<file path="src/rtl/tape_sdram_arb_if.sv">
// tape_sdram_arb_if
//   Bundles the two requester channels and the SDRAM read channel of
//   tape_sdram_arb.
//   slave  : arbiter view. It takes the requests and sdram_data, and drives
//            the acks, rd_data, sdram_addr, sdram_rd, busy and owner.
//   master : the environment view (requesters plus SDRAM controller).
interface tape_sdram_arb_if #(
    parameter int AW = 25
);
    logic          req0_rd;
    logic [AW-1:0] req0_addr;
    logic          req0_ack;
    logic          req1_rd;
    logic [AW-1:0] req1_addr;
    logic          req1_ack;
    logic [7:0]    rd_data;
    logic [AW-1:0] sdram_addr;
    logic          sdram_rd;
    logic [7:0]    sdram_data;
    logic          busy;
    logic          owner;

    modport slave (
        input  req0_rd, req0_addr, req1_rd, req1_addr, sdram_data,
        output req0_ack, req1_ack, rd_data, sdram_addr, sdram_rd, busy, owner
    );

    modport master (
        output req0_rd, req0_addr, req1_rd, req1_addr, sdram_data,
        input  req0_ack, req1_ack, rd_data, sdram_addr, sdram_rd, busy, owner
    );
endinterface

</file>
<file path="src/rtl/tape_sdram_arb.sv">
// tape_sdram_arb
//   Two-way round-robin arbiter in front of the byte-wide SDRAM read port.
//   It serves the tape player (req0) and a second reader (req1). Each access
//   runs IDLE -> ISSUE -> WAIT x RD_LAT -> DONE, so it takes RD_LAT+3 cycles.
//   Ports:
//     clk      system clock (posedge)
//     reset_n  asynchronous active-low reset
//     bus      tape_sdram_arb_if.slave, which carries:
//              req0/req1 rd+addr in, req0/req1 ack out,
//              rd_data out, sdram_addr/sdram_rd out, sdram_data in,
//              busy out, owner out
//   Parameters:
//     AW      SDRAM byte address width
//     RD_LAT  cycles from sdram_rd to valid sdram_data (1..15)
module tape_sdram_arb #(
    parameter int AW     = 25,
    parameter int RD_LAT = 2
) (
    input  logic             clk,
    input  logic             reset_n,
    tape_sdram_arb_if.slave  bus
);

    typedef enum logic [1:0] {IDLE, ISSUE, WAIT, DONE} state_e;

    localparam logic [3:0] CNT_INIT = 4'(RD_LAT - 1);

    state_e        state_q, state_d;
    logic [3:0]    cnt_q, cnt_d;
    logic [AW-1:0] addr_q, addr_d;
    logic [7:0]    data_q, data_d;
    logic          owner_q, owner_d;
    logic          last_q, last_d;
    logic          win;

    // On a tie, the requester that did not get the last completed access
    // wins. last_q resets to 1, so req0 takes the first tie.
    always_comb begin
        if (bus.req0_rd && bus.req1_rd) win = ~last_q;
        else                            win = bus.req1_rd;
    end

    // State and datapath registers
    always_ff @(posedge clk or negedge reset_n) begin
        if (!reset_n) begin
            state_q <= IDLE;
            cnt_q   <= '0;
            addr_q  <= '0;
            data_q  <= '0;
            owner_q <= 1'b0;
            last_q  <= 1'b1;
        end else begin
            state_q <= state_d;
            cnt_q   <= cnt_d;
            addr_q  <= addr_d;
            data_q  <= data_d;
            owner_q <= owner_d;
            last_q  <= last_d;
        end
    end

    // Next state and datapath next values
    always_comb begin
        state_d = state_q;
        cnt_d   = cnt_q;
        addr_d  = addr_q;
        data_d  = data_q;
        owner_d = owner_q;
        last_d  = last_q;
        unique case (state_q)
            IDLE: begin
                if (bus.req0_rd || bus.req1_rd) begin
                    owner_d = win;
                    addr_d  = win ? bus.req1_addr : bus.req0_addr;
                    state_d = ISSUE;
                end
            end
            ISSUE: begin
                cnt_d   = CNT_INIT;
                state_d = WAIT;
            end
            WAIT: begin
                if (cnt_q == 4'd0) begin
                    data_d  = bus.sdram_data;
                    state_d = DONE;
                end else begin
                    cnt_d = cnt_q - 4'd1;
                end
            end
            DONE: begin
                last_d  = owner_q;
                state_d = IDLE;
            end
            default: state_d = IDLE;
        endcase
    end

    // Outputs. Strobes are decoded from the state register, so each is
    // exactly one cycle wide and cannot repeat back to back.
    always_comb begin
        bus.sdram_rd   = (state_q == ISSUE);
        bus.req0_ack   = (state_q == DONE) && !owner_q;
        bus.req1_ack   = (state_q == DONE) &&  owner_q;
        bus.busy       = (state_q != IDLE);
        bus.owner      = owner_q;
        bus.sdram_addr = addr_q;
        bus.rd_data    = data_q;
    end

endmodule

</file>
<file path="src/flat_wrapper.sv">
// flat-port wrapper written by rule: the top's interface ports become plain ports
module tape_sdram_arb_flat 
#(
    parameter int AW     = 25,
    parameter int RD_LAT = 2
)
  (clk, reset_n, bus_req0_rd, bus_req0_addr, bus_req1_rd, bus_req1_addr, bus_sdram_data, bus_req0_ack, bus_req1_ack, bus_rd_data, bus_sdram_addr, bus_sdram_rd, bus_busy, bus_owner);
  tape_sdram_arb_if #(.AW(AW)) bus_i ();
  input  logic clk;
  input  logic reset_n;
  input wire logic [$bits(bus_i.req0_rd)-1:0] bus_req0_rd;
  input wire logic [$bits(bus_i.req0_addr)-1:0] bus_req0_addr;
  input wire logic [$bits(bus_i.req1_rd)-1:0] bus_req1_rd;
  input wire logic [$bits(bus_i.req1_addr)-1:0] bus_req1_addr;
  input wire logic [$bits(bus_i.sdram_data)-1:0] bus_sdram_data;
  output wire logic [$bits(bus_i.req0_ack)-1:0] bus_req0_ack;
  output wire logic [$bits(bus_i.req1_ack)-1:0] bus_req1_ack;
  output wire logic [$bits(bus_i.rd_data)-1:0] bus_rd_data;
  output wire logic [$bits(bus_i.sdram_addr)-1:0] bus_sdram_addr;
  output wire logic [$bits(bus_i.sdram_rd)-1:0] bus_sdram_rd;
  output wire logic [$bits(bus_i.busy)-1:0] bus_busy;
  output wire logic [$bits(bus_i.owner)-1:0] bus_owner;
  assign bus_i.req0_rd = bus_req0_rd;
  assign bus_i.req0_addr = bus_req0_addr;
  assign bus_i.req1_rd = bus_req1_rd;
  assign bus_i.req1_addr = bus_req1_addr;
  assign bus_i.sdram_data = bus_sdram_data;
  assign bus_req0_ack = bus_i.req0_ack;
  assign bus_req1_ack = bus_i.req1_ack;
  assign bus_rd_data = bus_i.rd_data;
  assign bus_sdram_addr = bus_i.sdram_addr;
  assign bus_sdram_rd = bus_i.sdram_rd;
  assign bus_busy = bus_i.busy;
  assign bus_owner = bus_i.owner;
  tape_sdram_arb #(.AW(AW), .RD_LAT(RD_LAT)) u_core (.clk(clk), .reset_n(reset_n), .bus(bus_i));
endmodule
</file>
<file path="config.mk">
export PLATFORM = sky130hd
export DESIGN_NAME = tape_sdram_arb_flat
export DESIGN_NICKNAME = d
export VERILOG_FILES = /design/src/rtl/tape_sdram_arb_if.sv /design/src/rtl/tape_sdram_arb.sv /design/src/flat_wrapper.sv
export SDC_FILE = /design/constraint.sdc
export NUM_CORES = 1
export LEC_CHECK = 0
export CORE_MARGIN = 4
export CORE_UTILIZATION = 44
export CTS_BUF_LIST = sky130_fd_sc_hd__clkbuf_8
export CTS_CLUSTER_SIZE = 28
export DETAILED_ROUTE_END_ITERATION = 6
export PLACE_DENSITY = 0.95
export RECOVER_POWER = 100
export SLEW_MARGIN = 20
export SYNTH_ARGS = -nofsm -noshare
export SYNTH_HDL_FRONTEND = slang
export SYNTH_SLANG_ARGS = --single-unit
export TNS_END_PERCENT = 10
</file>
<file path="constraint.sdc">
create_clock -name clk -period 3.75 [get_ports clk]
set_clock_uncertainty 0.1 [all_clocks]
set_input_delay 0.75 -clock clk [delete_from_list [all_inputs] [get_ports clk]]
set_output_delay 0.75 -clock clk [all_outputs]
set_load 0.05 [all_outputs]
</file>
# ---- After elaboration in Yosys (flattened, before gate mapping)
# Cells that the tools add are included.
dict set report word_totals {
  word_cells 34
  inputBits 62
  output_inout_bits 38
  regBits 41
}
dict set report classes {
  eq_ne 6
  n_bitwise 1
  n_mux 7
  add_sub_neg 1
  reduce_logical 13
}
# operator n
set op_table {}
lappend op_table {{two-way mux 25 bit} 1}
lappend op_table {{one-hot mux 2 bit (4 select lines)} 1}
lappend op_table {{one-hot mux 4 bit (2 select lines)} 1}
lappend op_table {{AND reduction 2 bit} 4}
lappend op_table {{== test 2 bit (second input constant)} 2}
lappend op_table {{logical NOT 4 bit} 1}
lappend op_table {{two-way mux 2 bit} 2}
lappend op_table {{two-way mux 4 bit} 1}
lappend op_table {{inequality test 2 x 1 -> 1 bit (second input constant)} 2}
lappend op_table {{nonzero test 2 bit} 2}
lappend op_table {{subtractor 4 x 1 -> 4 bit (second input constant)} 1}
lappend op_table {{logical AND 1 bit} 3}
lappend op_table {{== test 2 x 1 -> 1 bit (second input constant)} 1}
lappend op_table {{logical NOT 2 bit} 1}
lappend op_table {{inequality test 2 bit (second input constant)} 1}
lappend op_table {{logical NOT 1 bit} 1}
lappend op_table {{logical OR 1 bit} 1}
lappend op_table {{two-way mux 1 bit} 1}
lappend op_table {{NOT 1 bit} 1}

# ---- Logic depth before layout (Yosys ltp)
dict set report logic_depth {
  word_depth 3
  ltp_mapped 6
  mapped_depth_nobuf 5
}

# ---- Least setup slack after synthesis
# Ideal clock, no wire load.
dict set report synth_path {
  path_kind {reg2out}
  startpoint {reg u_core.owner_q, in the netlist u_core.bus.owner}
  endpoint {out bus_req0_ack}
  n_path_buf 0
  stages_incl_launch_ff 2
  t_arrival_ps 1345
  path_slack_ps 1555
  required_time_ps 2900
  cell_sequence {dfrtp_1 > nor2b_1}
}
dict set report synth_via {
  elab_chain_cells 2
}
# element line_no
set synth_rtl {}
lappend synth_rtl {{start, declared} tape_sdram_arb.sv:32} ;# logic owner_q, owner_d;
lappend synth_rtl {{start signal, assigned} tape_sdram_arb.sv:57} ;# owner_q <= owner_d;
lappend synth_rtl {{logical NOT 1 bit} tape_sdram_arb.sv:102} ;# bus.req0_ack = (state_q == DONE) && !owner_q;
lappend synth_rtl {{logical AND 1 bit} tape_sdram_arb.sv:102}
lappend synth_rtl {{end, declared} flat_wrapper.sv:16} ;# output wire logic [$bits(bus_i.req0_ack)-1:0] bus_req0_ack;
# No other way between the ends.

# ---- Worst setup path in the final report
dict set report layout_path {
  startpoint {reg u_core.state_q[0]}
  endpoint {out bus_busy}
}
dict set report layout_via {
  elab_chain_cells 1
}
# element line_no
set layout_rtl {}
lappend layout_rtl {{start, declared} tape_sdram_arb.sv:28} ;# state_e state_q, state_d;
lappend layout_rtl {{start signal, assigned} tape_sdram_arb.sv:53} ;# state_q <= state_d;
lappend layout_rtl {{nonzero test 2 bit} tape_sdram_arb.sv:104} ;# bus.busy = (state_q != IDLE);
lappend layout_rtl {{end, declared} flat_wrapper.sv:21} ;# output wire logic [$bits(bus_i.busy)-1:0] bus_busy;
# No other way between the ends.

==> impl_metrics.csv <==
group,metric,value,unit
clock_tree,clock_latency,0.29,ns
sta,period_share,76.10,%
critical_path,crit_start,"u_core.state_q[0]",
layout,fin_nets,337,
placed_design,io_buffers,99,
layout,multi_input_area,838.3,um2
global_route,antenna_found_initial,0,
sta,fmax,350.4,MHz
critical_path,start_kind,"flop",
placed_design,place_ws,1.119,ns
synthesis,ys_seq_area_share,52.80,%
drt,routed_wl,4.742,mm
critical_path,worstPathCellList,"inv_1 > ha_1 > inv_1 > dlygate4sd3_1",
critical_path,cpMostUsedCell,"inv_1",
worst_hold_path,min_from,"u_core.bus.sdram_addr[2]",
run,maxCapViolations,1,
layout,final_util,73.52,%
synthesis,yosys.area.top_type,"dfrtp_1",
sta,maxSlewHeadroom,-43.21,%
run_status,violations,"capacitance limit, slew limit",
pwr,max-vdd-ir-drop,0.0004896,V
clock_tree,cts_buffers,5,
synthesis,syn-num-nets,240,
sta,hold_viol_final,0,
die,fp.dieH,74.50,um
layout,seq_area,1027,um2
global_route,grt_max_degree,52,
layout,diodes,0,
clock_tree,htree_levels,2,
synthesis,ys_top_cells_by_area,"dfrtp_1, mux2i_1, o21ai_0, nand2_1, mux2_2",
critical_path,cp_top_family,"buffers and inverters",
clock_tree,postCtsSetupBuffers,0,
synthesis,synth_top_area_share,51.45,%
die,ios,100,
critical_path,cpMaxStageDelayCell,"dlygate4sd3_1",
die,start_util,46.95,%
clock_tree,clk_pin_slew,0.08,ns
die,die-area,5550,um2
synthesis,ys_ff_latch,41,
clock_tree,clkSinkCount,41,
layout,nFillCells,313,
global_route,grt_pass1_vias,1547,
sta,fin_tns_setup,0,ns
synthesis,avgSynthCellArea,11.31,um2
layout,drive_gt1_share,8.148,%
drt,routedWlPerCell,14.82,um
sta,worst_pin_slew,2.148,ns
placed_design,gp_congestion,0.7574,
drt,dr.pass1.iters,4,
drt,first_iter_violations,67,
clock_tree,holdBufCountCts,0,
sta,fin_crit,2.854,ns
critical_path,cp_max_fo,4,
sta,setup_slack,0.8963,ns
synthesis,yosysWarnings,0,
synthesis,syn-cell-area,1946,um2
die,coreArea,4144,um2
worst_hold_path,hp-class,"reg2reg",
global_route,track_usage,17.67,%
die,die_width,74.50,um
die,row_count,23,
critical_path,worst-path-buf-inv,3,
synthesis,synth_cells,172,
layout,syn_to_final_growth,56.59,%
drt,route.vias.total,1573,
sta,rsz0062_at_grt,"no",
sta,finalHoldWorstSlack,0.3740,ns
pwr,leakage,1.433,nW
critical_path,arrival,2.00,ns
critical_path,critPathKind,"reg2out",
critical_path,reg2reg_from,"u_core.last_q",
run_status,outcome,"finished, violations left",
clock_tree,root_buffer,"clkbuf_8",
layout,mostFrequentLayoutCells,"clkdlybuf4s50_1, dfrtp_1, dlygate4sd3_1",
drt,drtAntennaViolNets,0,
synthesis,yosysUniqueCellTypes,28,
pwr,powerDensity,908.4,nW/um2
critical_path,required,2.90,ns
pwr,power,0.002768,W
clock_tree,clockBufferDepth,2,
sta,setup_viol,0,
sta,drv_slew,42,
placed_design,place_hpwl,3.679,mm
layout,final_common_cell,"clkdlybuf4s50_1",
critical_path,max_stage_delay,0.88,ns
critical_path,end_kind,"output pin",
clock_tree,cts.repair.resized,0,
global_route,grt_overflow,0,
drt,route.detailed.drc,0,
clock_tree,cts_tree,"yes",
global_route,grt_pass1_wl,7.383,mm
drt,viasPerCell,4.916,
flip-flops by register name, summed over array words and instances (netlist names):
signal                 count
u_core.state_q             2
u_core.bus.rd_data         8
u_core.bus.owner           1
u_core.bus.sdram_addr     25
u_core.last_q              1
u_core.cnt_q               4
worst min-delay path: stages, from the launching register on:
cell and delay, ns:
dfrtp_1 0.34, nand2_1 0.04, o21ai_0 0.06
worst paths after layout:
path / to / slack (ns) / cells past startpoint
min reg2reg: u_core.bus.sdram_addr[2] / 0.37 / 2
max: bus_busy / 0.90 / 4
max reg2reg: u_core.bus.sdram_addr[13] / 1.57 / 3
min: u_core.bus.sdram_addr[2] / 0.37 / 2
min in group asynchronous: u_core.bus.rd_data[6] / 0.98 / 1
max in group asynchronous: u_core.bus.sdram_addr[17] / 1.34 / 1
area by class of cell:
cell class | count | share of cell area [%]
clock buffers | 5 | 2.259
clock inverters | 3 | 1.273
inverters | 5 | 0.6160
multi-input cells | 116 | 27.52
flip-flops and latches | 41 | 33.72
well taps | 50 | 2.053
repair buffers | 100 | 32.57
cells by family (layout without fill, tap and decap cells):
logic type               after synthesis  count (layout)  share of synthesized area [%]
AO/OA/AOI/OAI                         31              31                          9.003
AND/OR/NAND/NOR                       42              42                          10.29
adder cells (fa/ha/maj)                6               6                          3.858
multiplexers                          37              37                          19.74
buffers and inverters                 15             113                          4.309
flip-flops                            41              41                          52.80
per-stage QoR:
step / cell area [um2] / cells
floorplan: 1946 / 172
detailed placement: 2940 / 312
finish: 3047 / 320
global route: 3047 / 320
CTS: 3048 / 320
global placement: 2940 / 312
routing by layer:
layer  share of wire, %  global-route usage (%)
met1                 39                   21.14
met2                 50                   29.37
met3                9.2                   6.351
met4                2.0                   6.324
met5                  0                       0
power by group:
part	internal (W)	switching, W
combinational	0.000553	0.00109
clock	0.000195	0.000148
sequential	0.000664	0.000116
synthesized netlist by cell type (all sizes together):
cell type  number
nand2          31
o32a            1
and2            1
nor3b           2
a311o           1
ha              6
clkbuf          5
buf             5
or3b            1
nand4b          1
or3             1
nor2b           1
dfrtp          40
a21oi           1
nand2b          1
and4bb          1
nand3           1
dfstp           1
nor4b           1
mux2           11
a21bo           1
o21ai          27
mux2i          26
inv             5
No activity file was read; power rests on OpenSTA's default activity.
